<file path="config.mk">
export PLATFORM = sky130hd
export DESIGN_NAME = priority_decoder_3to8_hold
export DESIGN_NICKNAME = d
export VERILOG_FILES = /design/src/rtl/encdec_pkg.sv /design/src/rtl/sync_fifo2.sv /design/src/rtl/priority_decoder_3to8_hold.sv
export SDC_FILE = /design/constraint.sdc
export NUM_CORES = 1
export LEC_CHECK = 0
export BUFFER_PORTS_ARGS = -buffer_cell sky130_fd_sc_hd__buf_2
export CORE_MARGIN = 2
export CORE_UTILIZATION = 48
export DETAILED_ROUTE_END_ITERATION = 8
export GPL_TIMING_DRIVEN = 0
export PLACE_DENSITY = 0.71
export SYNTH_ARGS = -nofsm -noshare
export SYNTH_HDL_FRONTEND = slang
export SYNTH_SLANG_ARGS = --single-unit
</file>
<file path="constraint.sdc">
create_clock -name clk -period 2 [get_ports clk]
set_clock_uncertainty 0.2 [all_clocks]
set_input_delay 0.6 -clock clk [delete_from_list [all_inputs] [get_ports clk]]
set_output_delay 0.6 -clock clk [all_outputs]
set_load 0.005 [all_outputs]
</file>
<file path="src/rtl/encdec_pkg.sv">
// Shared definitions for the 8-to-3 priority encoder / 3-to-8 decoder pair.
//   ENC_CODE_W / ENC_N_OUT : default code width and one-hot width
//   dec_state_t            : decoder FSM state encoding
//   onehot()               : code -> one-hot pattern, all-zero when code_valid=0
package encdec_pkg;

    localparam int ENC_CODE_W = 3;
    localparam int ENC_N_OUT  = 1 << ENC_CODE_W;

    typedef enum logic {
        ST_IDLE  = 1'b0,
        ST_DRIVE = 1'b1
    } dec_state_t;

    function automatic logic [ENC_N_OUT-1:0] onehot(input logic [ENC_CODE_W-1:0] code,
                                                    input logic                  code_valid);
        logic [ENC_N_OUT-1:0] v;
        v = '0;
        if (code_valid) v[code] = 1'b1;
        return v;
    endfunction

endpackage

</file>
<file path="src/rtl/sync_fifo2.sv">
// Two-entry synchronous FIFO.
//   clk, rst_n : clock, synchronous active-low reset (empties the FIFO)
//   i_push     : write i_wr_data (ignored when full)
//   i_pop      : drop the head entry (ignored when empty)
//   o_rd_data  : head entry, valid whenever o_empty=0
//   o_count    : number of stored entries (0..2)
//   o_full     : o_count == 2
//   o_empty    : o_count == 0
module sync_fifo2 #(
    parameter int WIDTH = 4
) (
    input  logic             clk,
    input  logic             rst_n,
    input  logic             i_push,
    input  logic [WIDTH-1:0] i_wr_data,
    input  logic             i_pop,
    output logic [WIDTH-1:0] o_rd_data,
    output logic [1:0]       o_count,
    output logic             o_full,
    output logic             o_empty
);

    logic [WIDTH-1:0] r_mem [2];
    logic             r_wr_ptr;
    logic             r_rd_ptr;
    logic [1:0]       r_count;
    logic             w_push;
    logic             w_pop;

    assign o_full    = (r_count == 2'd2);
    assign o_empty   = (r_count == 2'd0);
    assign o_count   = r_count;
    assign o_rd_data = r_mem[r_rd_ptr];

    assign w_push = i_push && !o_full;
    assign w_pop  = i_pop && !o_empty;

    // Storage carries no reset; the pointers and count define what is valid.
    always_ff @(posedge clk) begin
        if (w_push) r_mem[r_wr_ptr] <= i_wr_data;
    end

    always_ff @(posedge clk) begin
        if (!rst_n) begin
            r_wr_ptr <= 1'b0;
            r_rd_ptr <= 1'b0;
            r_count  <= 2'd0;
        end else begin
            if (w_push) r_wr_ptr <= ~r_wr_ptr;
            if (w_pop)  r_rd_ptr <= ~r_rd_ptr;
            case ({w_push, w_pop})
                2'b10:   r_count <= r_count + 2'd1;
                2'b01:   r_count <= r_count - 2'd1;
                default: r_count <= r_count;
            endcase
        end
    end

endmodule

</file>
<file path="src/rtl/priority_decoder_3to8_hold.sv">
// Priority decoder with hold: accepts (code, code_valid) beats over a
// valid/ready handshake, buffers up to two of them, and drives each decoded
// one-hot pattern for HOLD consecutive cycles, back-to-back with no bubble.
//   clk, rst_n  : clock, synchronous active-low reset
//   code        : encoded index
//   code_valid  : 0 decodes to an all-zero pattern
//   s_valid     : upstream beat present
//   s_ready     : beat accepted on an edge where s_valid && s_ready
//   y           : decoded pattern (registered)
//   y_valid     : y carries a decoded beat (registered)
//   busy        : a beat is being driven or is buffered
//   dbg_state   : current FSM state
// Handshake: a beat transfers on every rising edge where s_valid && s_ready;
// s_ready depends only on reset and buffer occupancy, never on s_valid, and
// upstream must hold code/code_valid stable while s_valid=1 and s_ready=0.
module priority_decoder_3to8_hold
    import encdec_pkg::*;
#(
    parameter int CODE_W = ENC_CODE_W,
    parameter int N_OUT  = ENC_N_OUT,
    parameter int HOLD   = 4
) (
    input  logic              clk,
    input  logic              rst_n,
    input  logic [CODE_W-1:0] code,
    input  logic              code_valid,
    input  logic              s_valid,
    output logic              s_ready,
    output logic [N_OUT-1:0]  y,
    output logic              y_valid,
    output logic              busy,
    output dec_state_t        dbg_state
);

    localparam int                CNT_W    = (HOLD > 1) ? $clog2(HOLD) : 1;
    localparam logic [CNT_W-1:0]  CNT_LOAD = CNT_W'(HOLD - 1);

    if (N_OUT != (1 << CODE_W)) begin : g_bad_n_out
        $error("N_OUT must equal 2**CODE_W");
    end
    if (HOLD < 1) begin : g_bad_hold
        $error("HOLD must be at least 1");
    end

    dec_state_t        r_state;
    dec_state_t        w_state_nxt;
    logic [CNT_W-1:0]  r_cnt;
    logic [CNT_W-1:0]  w_cnt_nxt;
    logic [N_OUT-1:0]  r_y;
    logic [N_OUT-1:0]  w_y_nxt;
    logic              r_y_valid;
    logic              w_y_valid_nxt;
    logic              w_pop;
    logic              w_load;
    logic              w_push;
    logic [CODE_W:0]   w_head;
    logic [1:0]        w_count;
    logic              w_full;
    logic              w_empty;

    assign s_ready = rst_n && !w_full;
    assign w_push  = s_valid && s_ready;

    sync_fifo2 #(
        .WIDTH (CODE_W + 1)
    ) u_fifo (
        .clk       (clk),
        .rst_n     (rst_n),
        .i_push    (w_push),
        .i_wr_data ({code_valid, code}),
        .i_pop     (w_pop),
        .o_rd_data (w_head),
        .o_count   (w_count),
        .o_full    (w_full),
        .o_empty   (w_empty)
    );

    // State register.
    always_ff @(posedge clk) begin
        if (!rst_n) r_state <= ST_IDLE;
        else        r_state <= w_state_nxt;
    end

    // Next state. A pop always coincides with loading a new pattern; in DRIVE
    // it happens on the last hold cycle so consecutive beats abut.
    always_comb begin
        w_state_nxt = r_state;
        w_pop       = 1'b0;
        w_load      = 1'b0;
        case (r_state)
            ST_IDLE: begin
                if (!w_empty) begin
                    w_pop       = 1'b1;
                    w_load      = 1'b1;
                    w_state_nxt = ST_DRIVE;
                end
            end
            ST_DRIVE: begin
                if (r_cnt == '0) begin
                    if (!w_empty) begin
                        w_pop  = 1'b1;
                        w_load = 1'b1;
                    end else begin
                        w_state_nxt = ST_IDLE;
                    end
                end
            end
            default: w_state_nxt = ST_IDLE;
        endcase
    end

    // Next output/counter values; the counter is reloaded before it can wrap.
    always_comb begin
        w_y_nxt       = r_y;
        w_y_valid_nxt = r_y_valid;
        w_cnt_nxt     = r_cnt;
        if (w_load) begin
            w_y_nxt       = onehot(w_head[CODE_W-1:0], w_head[CODE_W]);
            w_y_valid_nxt = 1'b1;
            w_cnt_nxt     = CNT_LOAD;
        end else if (r_state == ST_DRIVE) begin
            if (r_cnt != '0) begin
                w_cnt_nxt = r_cnt - 1'b1;
            end else begin
                w_y_nxt       = '0;
                w_y_valid_nxt = 1'b0;
            end
        end
    end

    always_ff @(posedge clk) begin
        if (!rst_n) begin
            r_cnt     <= '0;
            r_y       <= '0;
            r_y_valid <= 1'b0;
        end else begin
            r_cnt     <= w_cnt_nxt;
            r_y       <= w_y_nxt;
            r_y_valid <= w_y_valid_nxt;
        end
    end

    assign y         = r_y;
    assign y_valid   = r_y_valid;
    assign busy      = (r_state == ST_DRIVE) || (w_count != 2'd0);
    assign dbg_state = r_state;

endmodule

</file>
==> results.sh <==
export IMPL_synthArstFlopShare_pct=0
export IMPL_crit_fanout=6
export IMPL_wl_um=2070
export IMPL_ys_seq_area_share_pct=53.8
export IMPL_vias_per_cell=5.53
export IMPL_power_share_sequential_pct=47.2
export IMPL_period_share_pct=96.2
export IMPL_clock_latency_ns=0.31
export IMPL_cpLargestDelayFamily="flip-flops"
export IMPL_synth_most_common_cell="dfxtp_1"
export IMPL_critPathRequiredTime_ns=1.20
export IMPL_final_area_sq_um=1270
export IMPL_clk_path_buf_depth=2
export IMPL_syn_area_sq_um=1080
export IMPL_cp_num_buf_inv=1
export IMPL_drc=0
export IMPL_grt_max_degree=15
export IMPL_power_frac_clock_pct=15.3
export IMPL_routed_via_count=852
export IMPL_cp_data_arrival_time_ns=1.12
export IMPL_die_y_um=51.4
export IMPL_place_hpwl_um=1480
export IMPL_fp_dieW_um=51.4
export IMPL_synth_seq_cells=25
export IMPL_synth_area_top_cells="dfxtp_1 (32%), edfxtp_1 (22%), o2111ai_1 (6.5%)"
export IMPL_maxSlewViolCount=0
export IMPL_cap_viol_max_count=0
export IMPL_hp_class="input pin to flip-flop"
export IMPL_dieArea_sq_um=2650
export IMPL_max_stage_delay_ns=0.40
export IMPL_port_buffers=18
export IMPL_grt_pass1_vias=804
export IMPL_timing_final_hold_violations=0
export IMPL_grt_overflow=0
export IMPL_avgSynthCellArea_sq_um=10.6
export IMPL_initial_core_util_pct=49.8
export IMPL_wl_per_cell_um=13.5
export IMPL_crit_type="flip-flop to output port"
export IMPL_drive_gt1_share_pct=28.6
export IMPL_fin_crit_ns=1.92
export IMPL_fin_nets=136
export IMPL_top_layer_used="met4"
export IMPL_coreArea_sq_um=2170
export IMPL_tightest_slew_ns=0.471
export IMPL_cts_hold_buf=0
export IMPL_max_freq_mhz=519
export IMPL_relSlewSlack_pct=68.6
export IMPL_clock_sinks=25
export IMPL_rows=17
export IMPL_tns_ns=0
export IMPL_status="complete, no violations"
export IMPL_synth_top_cell_area_share_pct=31.5
export IMPL_synth_top_area_cell="dfxtp_1"
export IMPL_root_buffer="clkbuf_4"
export IMPL_rsz0062_at_grt="false"
export IMPL_io_pins=19
export IMPL_p_int_w=0.000929
export IMPL_p_switching_w=0.000505
export IMPL_ys_flop_type="dfxtp_1"
export IMPL_ys_warn_count=0
export IMPL_placed_area_sq_um=1200
export IMPL_antenna_found_initial=0
export IMPL_postLayoutCoreUtil_pct=58.7
export IMPL_grt_pass1_wl_um=3420
export IMPL_first_pass_iters=4
export IMPL_pwr_density_cell_nw_per_um2=1130
export IMPL_m1WireLength_um=958
export IMPL_sw_frac_of_total_pct=35.2
export IMPL_routed_wl_met3_um=75
export IMPL_synth_commonest_cells="dfxtp_1 (17), a21oi_1 (13), edfxtp_1 (8), o2111ai_1 (8)"
export IMPL_ir_drop_v=0.000661
export IMPL_place_congestion=0.842
export IMPL_syn_inst=102
export IMPL_cp_end_kind="output port"
export IMPL_comb_power_share_pct=37.5
export IMPL_synth_edf_count=8
export IMPL_path_cells="nand2b_4 > and2_1 > buf_2"
export IMPL_startpoint_type="flip-flop"
export IMPL_synth_nets=111
export IMPL_cts_made_buffers=3
export IMPL_first_iter_violations=8
export IMPL_cellLeakagePower_nw=0.501
export IMPL_setup_violations=0
export IMPL_met2_length_um=1020
export IMPL_cts_tree="yes"
export IMPL_htree_levels=1
export IMPL_synth_distinct_cells=32
export IMPL_ant_nets=0
export IMPL_area_growth_pct=18.0
export IMPL_clkTransAtPathRegs_ns=0.13
export IMPL_gr_usage_all_layers_pct=17.4
export IMPL_num_antenna_cells=0
export IMPL_cp_slowest_cell="dfxtp_4"
state kept, by name (all words and copies together) (netlist names), named ones only:
name / flops
dbg_state: 1
r_cnt: 2
u_fifo.o_count: 2
u_fifo.r_mem: 8
u_fifo.r_rd_ptr: 1
u_fifo.r_wr_ptr: 1
y: 8
y_valid: 1
stage by stage:
step | instances | setup slack, ns | power (W) | hold slack (ns)
finish | 154 | 0.0750 | 0.00143 | 0.271
detailed placement | 148 | -0.0189 | 0.00115 | 0.268
floorplan | 102 | 0.125 | 0.00101 | 0.255
CTS | 153 | 0.00522 | 0.00141 | 0.260
global placement | 148 | 0.0269 | 0.00112 | 0.261
global route | 154 | 0.00811 | 0.00154 | 0.243
what timing repair did:
item                                    CTS  global route
pin swaps                                 1             1
hold endpoints to repair                  0             0
resized for setup                         4             4
endpoints found under the setup margin    3             2
setup buffers                             1             1
placed cells by master (no fill, tap or decap), drive strengths merged, types with 2 or more instances in the layout:
cell     count
edfxtp       8
clkbuf       5
o21ai       11
and4b        3
dfxtp       17
nor4bb       3
o2111ai      8
nand2b       2
nor2         6
a21oi       13
or3          2
ha           2
inv          6
buf         23
metal layers:
| layer | vias to the layer above | track usage (%) |
|---|---|---|
| met5 | - | 0 |
| met4 | 0 | 6.58 |
| met3 | 2 | 2.63 |
| met2 | 18 | 30.3 |
| met1 | 396 | 21.5 |
| li1 | 436 | - |
cell families after synthesis:
group	count (synthesis)	synth area share, %
AOI/OAI and AO/OA	36	20.6
buffers and inverters	11	4.40
xor gates and xnor gates	2	1.62
and+or+nand+nor	24	15.3
DFF	25	53.8
adders and majority gates	2	2.32
muxes	2	1.97
worst register-to-register path: cells and delay by family, from the launching register on:
kind	cells	cell delay (ns)
buffers and inverters	1	0.06
DFF	1	0.33
adders and majority gates	2	0.52
and+or+nand+nor	3	0.61
AOI/OAI and AO/OA	1	0.13
area by class of cell:
cell class                 count  area, sq um
buffer                         5         25.0
clock buffer                   3         22.5
clock inverter                 1         5.00
fill                         207          896
inverter                       6         22.5
multi-input combinational     66          473
sequential                    25          586
tap                           28         35.0
timing repair buffer          20          105
final timing paths:
check	from	end	cells after the start	slack (ns)
setup / recovery	u_fifo.o_count[0]$_SDFFE_PN0P_	s_ready	3	0.08
hold / removal	code[2]	u_fifo.r_mem[0][2]$_DFFE_PP_	1	0.27
setup reg to reg	r_cnt[0]$_SDFFE_PN0P_	u_fifo.o_count[1]$_SDFFE_PN0P_	7	0.09
hold reg to reg	y[1]$_SDFFE_PN0P_	y[1]$_SDFFE_PN0P_	2	0.28
power groups by stage:
stage	logic [W]	clock network, W	registers (W)
3_5_place_dp	0.000475	0	0.000672
3_3_place_gp	0.000456	0	0.000667
6_report	0.000538	0.000220	0.000677
5_1_grt	0.000601	0.000248	0.000688
2_1_floorplan	0.000341	0	0.000665
4_1_cts	0.000513	0.000228	0.000670
(Power assumes the default switching activity.)
